$ cat src/rtl/dadda_ppam_2_2_pkg.sv
// Shared widths for the 8x8 PPAM(2x2) Dadda multiplier.
package dadda_ppam_2_2_pkg;

   localparam int OP_W   = 8;
   localparam int PROD_W = 16;

endpackage

$ cat src/rtl/dadda_ppam_2_2_fa.sv
// 1-bit full adder (3:2 counter) used throughout the Dadda tree.
module dadda_fa (
   input  logic a_i,
   input  logic b_i,
   input  logic c_i,
   output logic s_o,
   output logic co_o
);

   assign s_o  = a_i ^ b_i ^ c_i;
   assign co_o = (a_i & b_i) | (c_i & (a_i ^ b_i));

endmodule

$ cat src/rtl/dadda_ppam_2_2.sv
// 8x8 unsigned approximate multiplier: Dadda tree (heights 6,4,3,2) over an exact
// partial-product array whose 2x2 LSB corner is replaced by a three-bit PPAM cell.
// The only deviation from A*B is -2 when A[1:0] = B[1:0] = 2'b11. Product registered once.
module dadda_ppam_2_2
   import dadda_ppam_2_2_pkg::*;
(
   input  logic              clk,
   input  logic              rst_n,
   input  logic [OP_W-1:0]   A,
   input  logic [OP_W-1:0]   B,
   output logic [PROD_W-1:0] P
);

   // pp[i][j] = A[j] & B[i], weight 2^(i+j)
   logic [OP_W-1:0][OP_W-1:0] pp;
   logic                      q0, q1, q2;

   // Partial-product generation.
   always_comb begin
      for (int i = 0; i < OP_W; i++) begin
         pp[i] = A & {OP_W{B[i]}};
      end
   end

   // PPAM 2x2 cell: pp01 and pp10 are OR-merged, which loses 2 only when both are set
   // (that is exactly A[1:0] = B[1:0] = 2'b11).
   assign q0 = pp[0][0];
   assign q1 = pp[0][1] | pp[1][0];
   assign q2 = pp[1][1];

   // ---------------------------------------------------------------------------
   // Stage 0: initial column heights 1,1,3,4,5,6,7,8,7,6,5,4,3,2,1
   // ---------------------------------------------------------------------------
   logic [2:0] s0_2;
   logic [3:0] s0_3;
   logic [4:0] s0_4;
   logic [5:0] s0_5;
   logic [6:0] s0_6;
   logic [7:0] s0_7;
   logic [6:0] s0_8;
   logic [5:0] s0_9;
   logic [4:0] s0_10;
   logic [3:0] s0_11;
   logic [2:0] s0_12;
   logic [1:0] s0_13;
   logic       s0_14;

   assign s0_2  = {pp[2][0], pp[0][2], q2};
   assign s0_3  = {pp[3][0], pp[2][1], pp[1][2], pp[0][3]};
   assign s0_4  = {pp[4][0], pp[3][1], pp[2][2], pp[1][3], pp[0][4]};
   assign s0_5  = {pp[5][0], pp[4][1], pp[3][2], pp[2][3], pp[1][4], pp[0][5]};
   assign s0_6  = {pp[6][0], pp[5][1], pp[4][2], pp[3][3], pp[2][4], pp[1][5], pp[0][6]};
   assign s0_7  = {pp[7][0], pp[6][1], pp[5][2], pp[4][3], pp[3][4], pp[2][5], pp[1][6],
                   pp[0][7]};
   assign s0_8  = {pp[7][1], pp[6][2], pp[5][3], pp[4][4], pp[3][5], pp[2][6], pp[1][7]};
   assign s0_9  = {pp[7][2], pp[6][3], pp[5][4], pp[4][5], pp[3][6], pp[2][7]};
   assign s0_10 = {pp[7][3], pp[6][4], pp[5][5], pp[4][6], pp[3][7]};
   assign s0_11 = {pp[7][4], pp[6][5], pp[5][6], pp[4][7]};
   assign s0_12 = {pp[7][5], pp[6][6], pp[5][7]};
   assign s0_13 = {pp[7][6], pp[6][7]};
   assign s0_14 = pp[7][7];

   // ---------------------------------------------------------------------------
   // Stage 1: max height 8 -> 6. HA col6, FA+HA col7, FA+HA col8, FA col9.
   // Only columns 6..10 change; the rest pass through from stage 0.
   // ---------------------------------------------------------------------------
   logic [2:0][2:0]  f1_in;
   logic [2:0]       f1_s, f1_c, h1_s, h1_c;
   logic [10:6][5:0] s1;

   assign f1_in[0] = s0_7[2:0];
   assign f1_in[1] = s0_8[2:0];
   assign f1_in[2] = s0_9[2:0];

   for (genvar g = 0; g < 3; g++) begin : g_fa1
      dadda_fa u_fa (.a_i(f1_in[g][0]), .b_i(f1_in[g][1]), .c_i(f1_in[g][2]),
                     .s_o(f1_s[g]), .co_o(f1_c[g]));
   end

   assign h1_s[0] = s0_6[0] ^ s0_6[1];
   assign h1_c[0] = s0_6[0] & s0_6[1];
   assign h1_s[1] = s0_7[3] ^ s0_7[4];
   assign h1_c[1] = s0_7[3] & s0_7[4];
   assign h1_s[2] = s0_8[3] ^ s0_8[4];
   assign h1_c[2] = s0_8[3] & s0_8[4];

   assign s1[6]  = {s0_6[6:2], h1_s[0]};
   assign s1[7]  = {s0_7[7:5], h1_s[1], f1_s[0], h1_c[0]};
   assign s1[8]  = {s0_8[6:5], h1_s[2], f1_s[1], h1_c[1], f1_c[0]};
   assign s1[9]  = {s0_9[5:3], f1_s[2], h1_c[2], f1_c[1]};
   assign s1[10] = {s0_10, f1_c[2]};

   // ---------------------------------------------------------------------------
   // Stage 2: 6 -> 4. HA col4, FA+HA col5, 2 FA cols 6..10, FA col11.
   // FA k for k in 1..10 sits in column (k+11)/2.
   // ---------------------------------------------------------------------------
   logic [11:0][2:0] f2_in;
   logic [11:0]      f2_s, f2_c;
   logic [1:0]       h2_s, h2_c;
   logic [12:4][3:0] s2;

   assign f2_in[0]  = s0_5[2:0];
   assign f2_in[11] = s0_11[2:0];
   for (genvar k = 6; k <= 10; k++) begin : g_in2
      assign f2_in[2*k-11] = s1[k][2:0];
      assign f2_in[2*k-10] = s1[k][5:3];
   end

   for (genvar g = 0; g < 12; g++) begin : g_fa2
      dadda_fa u_fa (.a_i(f2_in[g][0]), .b_i(f2_in[g][1]), .c_i(f2_in[g][2]),
                     .s_o(f2_s[g]), .co_o(f2_c[g]));
   end

   assign h2_s[0] = s0_4[0] ^ s0_4[1];
   assign h2_c[0] = s0_4[0] & s0_4[1];
   assign h2_s[1] = s0_5[3] ^ s0_5[4];
   assign h2_c[1] = s0_5[3] & s0_5[4];

   assign s2[4]  = {s0_4[4:2], h2_s[0]};
   assign s2[5]  = {s0_5[5], h2_s[1], f2_s[0], h2_c[0]};
   assign s2[6]  = {f2_s[2], f2_s[1], h2_c[1], f2_c[0]};
   assign s2[7]  = {f2_s[4], f2_s[3], f2_c[2], f2_c[1]};
   assign s2[8]  = {f2_s[6], f2_s[5], f2_c[4], f2_c[3]};
   assign s2[9]  = {f2_s[8], f2_s[7], f2_c[6], f2_c[5]};
   assign s2[10] = {f2_s[10], f2_s[9], f2_c[8], f2_c[7]};
   assign s2[11] = {s0_11[3], f2_s[11], f2_c[10], f2_c[9]};
   assign s2[12] = {s0_12, f2_c[11]};

   // ---------------------------------------------------------------------------
   // Stage 3: 4 -> 3. HA col3, one FA in each of cols 4..12 (FA k in column k+4).
   // ---------------------------------------------------------------------------
   logic [8:0][2:0]  f3_in;
   logic [8:0]       f3_s, f3_c;
   logic             h3_s, h3_c;
   logic [13:3][2:0] s3;

   for (genvar k = 4; k <= 12; k++) begin : g_in3
      assign f3_in[k-4] = s2[k][2:0];
   end

   for (genvar g = 0; g < 9; g++) begin : g_fa3
      dadda_fa u_fa (.a_i(f3_in[g][0]), .b_i(f3_in[g][1]), .c_i(f3_in[g][2]),
                     .s_o(f3_s[g]), .co_o(f3_c[g]));
   end

   assign h3_s = s0_3[0] ^ s0_3[1];
   assign h3_c = s0_3[0] & s0_3[1];

   assign s3[3] = {s0_3[3:2], h3_s};
   assign s3[4] = {s2[4][3], f3_s[0], h3_c};
   for (genvar k = 5; k <= 12; k++) begin : g_out3
      assign s3[k] = {s2[k][3], f3_s[k-4], f3_c[k-5]};
   end
   assign s3[13] = {s0_13, f3_c[8]};

   // ---------------------------------------------------------------------------
   // Stage 4: 3 -> 2. HA col2, one FA in each of cols 3..13 (FA k in column k+3).
   // ---------------------------------------------------------------------------
   logic [10:0][2:0] f4_in;
   logic [10:0]      f4_s, f4_c;
   logic             h4_s, h4_c;
   logic [14:2][1:0] s4;

   for (genvar k = 3; k <= 13; k++) begin : g_in4
      assign f4_in[k-3] = s3[k];
   end

   for (genvar g = 0; g < 11; g++) begin : g_fa4
      dadda_fa u_fa (.a_i(f4_in[g][0]), .b_i(f4_in[g][1]), .c_i(f4_in[g][2]),
                     .s_o(f4_s[g]), .co_o(f4_c[g]));
   end

   assign h4_s = s0_2[0] ^ s0_2[1];
   assign h4_c = s0_2[0] & s0_2[1];

   assign s4[2] = {s0_2[2], h4_s};
   assign s4[3] = {f4_s[0], h4_c};
   for (genvar k = 4; k <= 13; k++) begin : g_out4
      assign s4[k] = {f4_s[k-3], f4_c[k-4]};
   end
   assign s4[14] = {s0_14, f4_c[10]};

   // ---------------------------------------------------------------------------
   // Final CPA and output register
   // ---------------------------------------------------------------------------
   logic [PROD_W-1:0] row_a, row_b, p_d, p_q;

   // Gather the two remaining rows; columns 0/1 only ever held one bit each.
   always_comb begin
      row_a    = '0;
      row_b    = '0;
      row_a[0] = q0;
      row_a[1] = q1;
      for (int k = 2; k <= 14; k++) begin
         row_a[k] = s4[k][0];
         row_b[k] = s4[k][1];
      end
   end

   // 16-bit ripple-carry adder; the carry beyond bit 15 is always zero and dropped.
   always_comb begin : cpa
      logic c;
      c   = 1'b0;
      p_d = '0;
      for (int k = 0; k < PROD_W; k++) begin
         p_d[k] = row_a[k] ^ row_b[k] ^ c;
         c      = (row_a[k] & row_b[k]) | (c & (row_a[k] ^ row_b[k]));
      end
   end

   // Product register, cleared asynchronously.
   always_ff @(posedge clk or negedge rst_n) begin
      if (!rst_n) begin
         p_q <= '0;
      end else begin
         p_q <= p_d;
      end
   end

   assign P = p_q;

endmodule

$ cat config.mk
export PLATFORM = sky130hd
export DESIGN_NAME = dadda_ppam_2_2
export DESIGN_NICKNAME = d
export VERILOG_FILES = /design/src/rtl/dadda_ppam_2_2_pkg.sv /design/src/rtl/dadda_ppam_2_2_fa.sv /design/src/rtl/dadda_ppam_2_2.sv
export SDC_FILE = /design/constraint.sdc
export NUM_CORES = 1
export LEC_CHECK = 0
export CAP_MARGIN = 15
export CORE_AREA = 2 2 62 64
export DETAILED_ROUTE_END_ITERATION = 12
export DIE_AREA = 0 0 64 66
export PLACE_DENSITY_LB_ADDON = 0.2
export SLEW_MARGIN = 40
export SYNTH_ARGS = -nofsm -noshare
export SYNTH_HDL_FRONTEND = slang
export SYNTH_SLANG_ARGS = --single-unit
$ cat constraint.sdc
create_clock -name clk -period 1.1 [get_ports clk]
set_input_delay 0.165 -clock clk [delete_from_list [all_inputs] [get_ports clk]]
set_output_delay 0.165 -clock clk [all_outputs]
set_load 0.05 [all_outputs]
; Word-level counts from Yosys, hierarchy flattened
; Index checks and enable logic that the tools add are counted.
[classes]
n_addsub = 0
mul = 0
div = 0
n_lt_le_gt_ge = 0
eq_ne = 0
shifts = 0
mux = 0
n_bitwise = 260
reduce_logical = 0
[op_table]
columns = cell, count
row1 = AND 1 bit, 102
row2 = bitwise XOR 1 bit, 102
row3 = AND 8 bit, 8
row4 = bitwise OR 1 bit, 48
[word_totals]
ff_bits = 16
latch_bits = 0
ramBits = 0
romBits = 0
inputBits = 18
output_inout_bits = 16
n_memories = 0

; Logic depth before layout (Yosys ltp)
; Gate-level depths: netlist of run 1.
[logic_depth]
ltp_word = 29
mapped_depth = 20
ltp_nobuf = 20

; Hierarchy
; From an unflattened synthesis of run 1, not the netlist that was laid out.
[hier_totals]
cells_unflattened = 148
hier_area_um2 = 1896.8
[modules_own_cells]
columns = mod, instances, cells_each, area_each_um2, seq_area_each_um2
row1 = dadda_ppam_2_2, 1, 113, 1196.1, 400.4
row2 = dadda_fa, 35, 1, 20.0, 0.0

; Worst setup path before layout of run 1
; OpenSTA, ideal clock, no wires.
[synth_timing]
path_kind = input to register
start = input port A[4]
end = register p_q[14], in the netlist P[14]
arrival_ns = 5.270
t_required_ns = 0.964
slack_ns = -4.305
cell_stages = 19
cell_sequence = and2_1 ha_1 fa_1 fa_1 inv_1 fa_1 fa_1 fa_1 fa_1 fa_1 inv_1 fa_1 fa_1 fa_1 inv_1 fa_1 inv_1 fa_1 fa_1
[synth_via]
elab_chain_len = 28
word_cells_on_any_way = 178
[synth_rtl]
columns = element, line
row1 = start: declaration, dadda_ppam_2_2.sv:9  ; input logic [OP_W-1:0] A,
row2 = AND 8 bit, dadda_ppam_2_2.sv:21  ; pp[i] = A & {OP_W{B[i]}};
row3 = bitwise XOR 1 bit, dadda_ppam_2_2.sv:114  ; assign h2_s[0] = s0_4[0] ^ s0_4[1];
row4 = bitwise XOR 1 bit, "dadda_ppam_2_2_fa.sv:10, dadda_ppam_2_2_fa.sv:11"
row5 = bitwise XOR 1 bit, dadda_ppam_2_2_fa.sv:10  ; assign s_o = a_i ^ b_i ^ c_i;
row6 = bitwise XOR 1 bit, "dadda_ppam_2_2_fa.sv:10, dadda_ppam_2_2_fa.sv:11"
row7 = bitwise XOR 1 bit, dadda_ppam_2_2_fa.sv:10
row8 = bitwise XOR 1 bit, dadda_ppam_2_2.sv:207  ; c = (row_a[k] & row_b[k]) | (c & (row_a[k] ^ row_b[k]));
row9 = AND 1 bit, dadda_ppam_2_2.sv:207
row10 = (+13 left out), n/a
row11 = AND 1 bit, dadda_ppam_2_2.sv:207
row12 = bitwise OR 1 bit, dadda_ppam_2_2.sv:207
row13 = AND 1 bit, dadda_ppam_2_2.sv:207
row14 = bitwise OR 1 bit, dadda_ppam_2_2.sv:207
row15 = AND 1 bit, dadda_ppam_2_2.sv:207
row16 = bitwise OR 1 bit *, dadda_ppam_2_2.sv:207
row17 = bitwise XOR 1 bit *, dadda_ppam_2_2.sv:206  ; p_d[k] = row_a[k] ^ row_b[k] ^ c;
row18 = named net p_d[14], dadda_ppam_2_2.sv:186  ; logic [PROD_W-1:0] row_a, row_b, p_d, p_q;
row19 = end signal: assignment, dadda_ppam_2_2.sv:216  ; p_q <= p_d;
row20 = end: declaration, dadda_ppam_2_2.sv:186
; Mark *: on every way through the listed nets, which the timed path passes. The rest lies on a longest branch.

; Worst setup path after layout of run 1
[layout_timing]
start = input port B[1]
end = register p_q[14], in the netlist P[14]
[layout_via]
elab_chain_len = 28
word_cells_on_any_way = 168
[layout_rtl]
columns = element, line
row1 = start: declaration, dadda_ppam_2_2.sv:10  ; input logic [OP_W-1:0] B,
row2 = AND 8 bit *, dadda_ppam_2_2.sv:21
row3 = bitwise XOR 1 bit (on tied branches), "dadda_ppam_2_2.sv:146, dadda_ppam_2_2.sv:114"
row4 = bitwise XOR 1 bit, "dadda_ppam_2_2_fa.sv:10, dadda_ppam_2_2_fa.sv:11"
row5 = bitwise XOR 1 bit, dadda_ppam_2_2_fa.sv:10
row6 = bitwise XOR 1 bit (on tied branches), "dadda_ppam_2_2.sv:207, dadda_ppam_2_2_fa.sv:10, dadda_ppam_2_2_fa.sv:11"
row7 = AND 1 bit / bitwise XOR 1 bit (equally long branches), "dadda_ppam_2_2.sv:207, dadda_ppam_2_2_fa.sv:10"
row8 = bitwise OR 1 bit / bitwise XOR 1 bit (equally long branches), dadda_ppam_2_2.sv:207
row9 = AND 1 bit, dadda_ppam_2_2.sv:207
row10 = (+13 left out), n/a
row11 = AND 1 bit, dadda_ppam_2_2.sv:207
row12 = bitwise OR 1 bit, dadda_ppam_2_2.sv:207
row13 = AND 1 bit, dadda_ppam_2_2.sv:207
row14 = bitwise OR 1 bit *, dadda_ppam_2_2.sv:207
row15 = AND 1 bit *, dadda_ppam_2_2.sv:207
row16 = bitwise OR 1 bit *, dadda_ppam_2_2.sv:207
row17 = bitwise XOR 1 bit *, dadda_ppam_2_2.sv:206
row18 = named net p_d[14], dadda_ppam_2_2.sv:186
; Marked as above.

==> results of run 1 <==
[area by class of cell]
class | count | share of cell area
inverters | 46 | 0.0606
flip-flops and latches | 16 | 0.141
repair buffers | 58 | 0.233
well taps | 48 | 0.0211
clock buffers | 3 | 0.00791
multi-input cells | 118 | 0.537
[what timing repair did]
action / CTS / global route
pin swaps: 25 / 20
hold buffers: 0 / 0
endpoints found under the hold margin: 0 / 0
gates resized for setup: 53 / 18
setup buffers: 2 / 2
endpoints found under the setup margin: 14 / 13
[power groups by stage]
stage                     combinational, uW  sequential [uW]  clock (uW)
after floorplan                        1200             1730           0
after global placement                 3310             1030           0
after detailed placement               3430             1050           0
after CTS                              3490             1050         286
after global routing                   3810             1060         317
final                                  3510             1040         277
[layer usage]
metal  up-vias  global-route usage
met5         -                   0
met4         0              0.0408
met3         2              0.0170
met2        31               0.431
met1       732               0.276
li1        628                   -
[how the worst min path moves through the flow]
stage           from    end  slack (ps)  cells past startpoint
6_report       rst_n   P[7]         210                      2
5_1_grt        rst_n  P[10]         220                      2
4_1_cts        rst_n   P[9]         210                      2
3_5_place_dp   rst_n  P[12]         500                      2
3_3_place_gp   rst_n  P[12]         490                      2
2_1_floorplan  rst_n   P[0]        -130                      0
[synthesized netlist by cell type (all sizes together)]
| library cell | n | area [um^2] |
|---|---|---|
| a22o | 1 | 8.76 |
| and2 | 50 | 322 |
| fa | 47 | 941 |
| inv | 46 | 173 |
| nand2 | 12 | 45.0 |
| dfrtp | 16 | 400 |
| ha | 8 | 100 |
[per-stage QoR]
step                cells  hold WS (ps)  area, um^2  worst slack [ps]
finish                289           210        2850             -3940
global route          289           221        2850             -4070
CTS                   287           208        2810             -3950
detailed placement    282           502        2760             -4670
global placement      282           492        2760             -4590
floorplan             180          -131        2050             -3990
[cell usage in the layout (no fill, tap or decap), drive strengths merged]
master / instances
clkbuf: 3
nand2: 12
clkdlybuf4s15: 1
fa: 47
ha: 8
dlygate4sd2: 2
buf: 51
dfrtp: 16
and2: 50
clkdlybuf4s50: 4
inv: 46
a22o: 1
[cells by family after synthesis]
group / count (synthesis) / synth area share
AND/OR/NAND/NOR: 62 / 0.184
flip-flops: 16 / 0.201
AO/OA/AOI/OAI: 1 / 0.00440
buffers and inverters: 46 / 0.0868
adder cells (fa/ha/maj): 55 / 0.523
==> run_results.csv, run 1 <==
group,metric,value,unit
setup_path,timing.critical_path.max_delay_family,"adder cells",
status,violations,"setup timing",
detailed_routing,postRouteAntennaNets,0,
layout,largest_register_ffs,16,
clock_network,clk_path_buf_depth,2,
grt,grt_usage,0.223,
detailed_routing,drtIter0Drc,71,
detailed_routing,wl_met3,138,um
clock_network,cts_buffers,3,
grt,grt_pass1_wl,7250,um
synth,syn_nets,253,
place,gp_congestion,0.802,
pwr,power_leakage,0.00138,uW
place,numPortBuffers,33,
layout,antenna_cells,0,
layout,multi_input_area,1530,um^2
clock_network,tritoncts,"done",
synth,synth_cell_type_count,8,
synth,post_synth.cell_area_avg,11.1,um^2
clock_network,cts.sinks,16,
floorplan,die_w,64,um
setup_path,path_max_fanout,3,
sta,worst_pin_slew,194,ps
layout,nNetsFinal,316,
detailed_routing,topRoutingLayerUsed,"met4",
clock_network,htree_levels,1,
synth,syn-cell-area,1990,um^2
sta,grt_setup_unrepaired,"yes",
sta,drv_slew,0,
setup_path,end_kind,"flop",
pwr,ir_drop,0.649,mV
pwr,power_switching,2160,uW
sta,hold_violations,0,
pwr,internal_power,2670,uW
floorplan,dieHeight,66,um
detailed_routing,met2_wirelength,2280,um
sta,fin_ws,-3940,ps
setup_path,path_cells,"buf_8, buf_6, and2_4, ha_4, inv_2, fa_1, inv_2, fa_1, fa_1, inv_2, fa_2, fa_2, fa_2, inv_2, fa_2, fa_2, fa_2, inv_2, fa_2, inv_2, fa_2, fa_1",
pwr,swShare,0.448,
sta,fmax,198,MHz
setup_path,slowest_stage,"fa_1",
setup_path,startpoint,"B[1]",
setup_path,crit_end,"P[14]",
synth,ys_seq_area_frac,0.201,
clock_network,cts.reportedPaths.clkPinSlew,80,ps
sta,min_period,5040,ps
setup_path,cp_num_cells,22,
hold_path,hp-class,"in -> async",
place,place_hpwl,3500,um
grt,first_global_vias,1622,
sta,finalSetupTns,-33010,ps
detailed_routing,vias,1393,
pwr,p_seq_frac,0.216,
clock_network,clockRootBuffer,"clkbuf_4",
synth,yosysWarnings,0,
layout,drive_above_1_share,0.402,
detailed_routing,firstDrtPassIters,4,
layout,seqCellArea,400,um^2
grt,grt_overflow,0,
sta,finalCritPeriodShare,4.58,
layout,syn_to_final_growth,43.1,%
sta,setup_viol,13,
floorplan,design.die.area,4220,um^2
detailed_routing,viasPerCell,4.82,
setup_path,cp.required,1250,ps
floorplan,io_pins,34,
pwr,finalPower,4830,uW
detailed_routing,drc,0,
setup_path,max_stage_delay,520,ps
pwr,combinationalPowerShare,0.727,
setup_path,crit_top_cell,"fa_2",
synth,synth.ff_latch_count,16,
sta,slew_headroom,0.870,
pwr,power.density,1700,nW/um^2
detailed_routing,met1_length,1690,um
status,status,"complete, but fails checks",
detailed_routing,wirelength,4130,um
synth,syn-instance-count,180,
flow_run,cap_violations,0,
floorplan,num_rows,22,
floorplan,core_area,3550,um^2
setup_path,critPathKind,"in -> reg",
grt,antenna_found_initial,0,
setup_path,cp-start-kind,"input port",
pwr,power.clock.fraction,0.057,
layout,final_util,0.802,
setup_path,crit_arrival,5190,ps
layout,nFillCells,206,
floorplan,start_util,0.560,
grt,grt_max_degree,17,
setup_path,crit_buf_inv,8,
detailed_routing,drt-wirelength-per-cell,14.3,um
Note: power is estimated with default switching activity, not from simulation.
==> inputs of run 2 (changes only) <==
--- a/config.mk
+++ b/config.mk
@@ -6,9 +6,11 @@
 export NUM_CORES = 1
 export LEC_CHECK = 0
 export CAP_MARGIN = 15
-export CORE_AREA = 2 2 62 64
+export CELL_PAD_IN_SITES_DETAIL_PLACEMENT = 0
+export CELL_PAD_IN_SITES_GLOBAL_PLACEMENT = 1
+export CORE_AREA = 2 2 69 71
 export DETAILED_ROUTE_END_ITERATION = 12
-export DIE_AREA = 0 0 64 66
+export DIE_AREA = 0 0 71 73
 export PLACE_DENSITY_LB_ADDON = 0.2
 export SLEW_MARGIN = 40
 export SYNTH_ARGS = -nofsm -noshare
==> run_results.csv, run 2 (same netlist as run 1, synthesis figures left out) <==
group,metric,value,unit
status,status,"complete, but fails checks",
status,violations,"setup timing",
setup_path,cp.required,1210,ps
detailed_routing,wirelength,3970,um
pwr,ir_drop,0.861,mV
grt,grt_max_degree,17,
sta,hold_violations,0,
clock_network,cts.reportedPaths.clkPinSlew,60,ps
detailed_routing,met2_wirelength,2130,um
detailed_routing,viasPerCell,4.55,
floorplan,num_rows,25,
setup_path,path_max_fanout,4,
detailed_routing,topRoutingLayerUsed,"met4",
place,numPortBuffers,33,
detailed_routing,met1_length,1660,um
setup_path,crit_top_cell,"fa_2",
place,gp_congestion,0.816,
grt,antenna_found_initial,0,
detailed_routing,vias,1343,
detailed_routing,wl_met3,121,um
layout,largest_register_ffs,16,
sta,fin_ws,-3880,ps
layout,antenna_cells,0,
sta,drv_slew,0,
setup_path,crit_arrival,5100,ps
pwr,finalPower,5030,uW
detailed_routing,drc,0,
setup_path,max_stage_delay,500,ps
sta,finalSetupTns,-32580,ps
place,place_hpwl,3660,um
setup_path,cp-start-kind,"input port",
sta,min_period,4980,ps
grt,grt_pass1_wl,6980,um
floorplan,die_w,71,um
layout,nNetsFinal,315,
setup_path,slowest_stage,"fa_1",
layout,final_util,0.635,
sta,worst_pin_slew,186,ps
place,dp_cells,290,
layout,final_common_cell,"fa_1",
floorplan,dieHeight,73,um
floorplan,start_util,0.439,
sta,fmax,201,MHz
floorplan,design.die.area,5180,um^2
clock_network,cts_buffers,3,
floorplan,io_pins,34,
hold_path,hp-class,"in -> async",
flow_run,cap_violations,0,
layout,seqCellArea,400,um^2
detailed_routing,postRouteAntennaNets,0,
sta,setup_viol,13,
floorplan,core_area,4540,um^2
place,dpl_cell_area,2780,um^2
layout,layout_common_cells,"36 x fa_1, 34 x inv_1, 32 x and2_1",
detailed_routing,drtIter0Drc,24,
layout,nFillCells,368,
layout,final_area,2880,um^2
clock_network,clockRootBuffer,"clkbuf_8",
grt,first_global_vias,1542,
sta,slew_headroom,0.876,
detailed_routing,drt-wirelength-per-cell,13.5,um
setup_path,critPathKind,"in -> reg",
layout,drive_above_1_share,0.415,
grt,grt_usage,0.176,
clock_network,htree_levels,1,
layout,multi_input_area,1520,um^2
clock_network,clk_path_buf_depth,2,
pwr,power.density,1750,nW/um^2
clock_network,cts.sinks,16,
grt,grt_overflow,0,
setup_path,path_cells,"buf_8, and2_4, ha_4, fa_1, fa_1, inv_2, fa_2, fa_2, fa_2, fa_2, fa_2, inv_2, fa_2, fa_2, fa_2, inv_2, fa_2, inv_2, fa_2, fa_1",
setup_path,end_kind,"flop",
sta,grt_setup_unrepaired,"yes",
layout,layout.cells.non_filler,295,
clock_network,tritoncts,"done",
pwr,power_leakage,0.00139,uW
sta,finalCritPeriodShare,4.53,
detailed_routing,firstDrtPassIters,4,
layout,syn_to_final_growth,44.8,%
run 2: changes by cell type in the layout (fill, tap and decap cells not counted), sizes merged:
cell,change
buf,-1
clkbuf,+1
run 2: layout make-up:
cell class / instances / share of cell area
Multi-Input combinational cell: 118 / 0.529
Timing Repair Buffer: 57 / 0.230
Sequential cell: 16 / 0.139
Inverter: 46 / 0.0599
Tap cell: 54 / 0.0235
Clock buffer: 4 / 0.0191
run 2: power breakdown:
group / internal, uW / switching (uW)
Sequential: 848 / 186
Clock: 317 / 175
Combinational: 1690 / 1810
run 2: critical path: cells and delay by family:
kind / cells / cell delay [ps]
adders and majority gates: 14 / 4490
and+or+nand+nor: 1 / 160
buffers and inverters: 5 / 300
run 2: through the flow:
step | setup slack, ps | hold WS (ps)
finish | -3880 | 235
global route | -4040 | 269
CTS | -3910 | 240
detailed placement | -4690 | 492
global placement | -4610 | 492
floorplan | -3990 | -131
run 2: timing repair:
| action | in CTS | in global routing |
|---|---|---|
| hold buffers | 0 | 0 |
| pin swaps | 27 | 2 |
| cloned | 0 | 0 |
| gates resized for setup | 73 | 5 |
| setup endpoints to repair | 14 | 13 |
| endpoints found under the hold margin | 0 | 0 |
| setup buffers | 1 | 0 |
run 2: path summary, 6_finish.rpt:
kind	cells after the start	end	start	slack, ps
max	20	P[14]	A[3]	-3880
min	2	P[0]	rst_n	230
max in group asynchronous	2	P[8]	rst_n	700
min in group clk	3	P[0]	B[0]	280
run 2: routing by layer:
| layer | vias up | global-route usage |
|---|---|---|
| met3 | 8 | 0.0152 |
| met1 | 678 | 0.216 |
| met5 | - | 0 |
| met4 | 0 | 0.0524 |
| met2 | 30 | 0.332 |
| li1 | 627 | - |
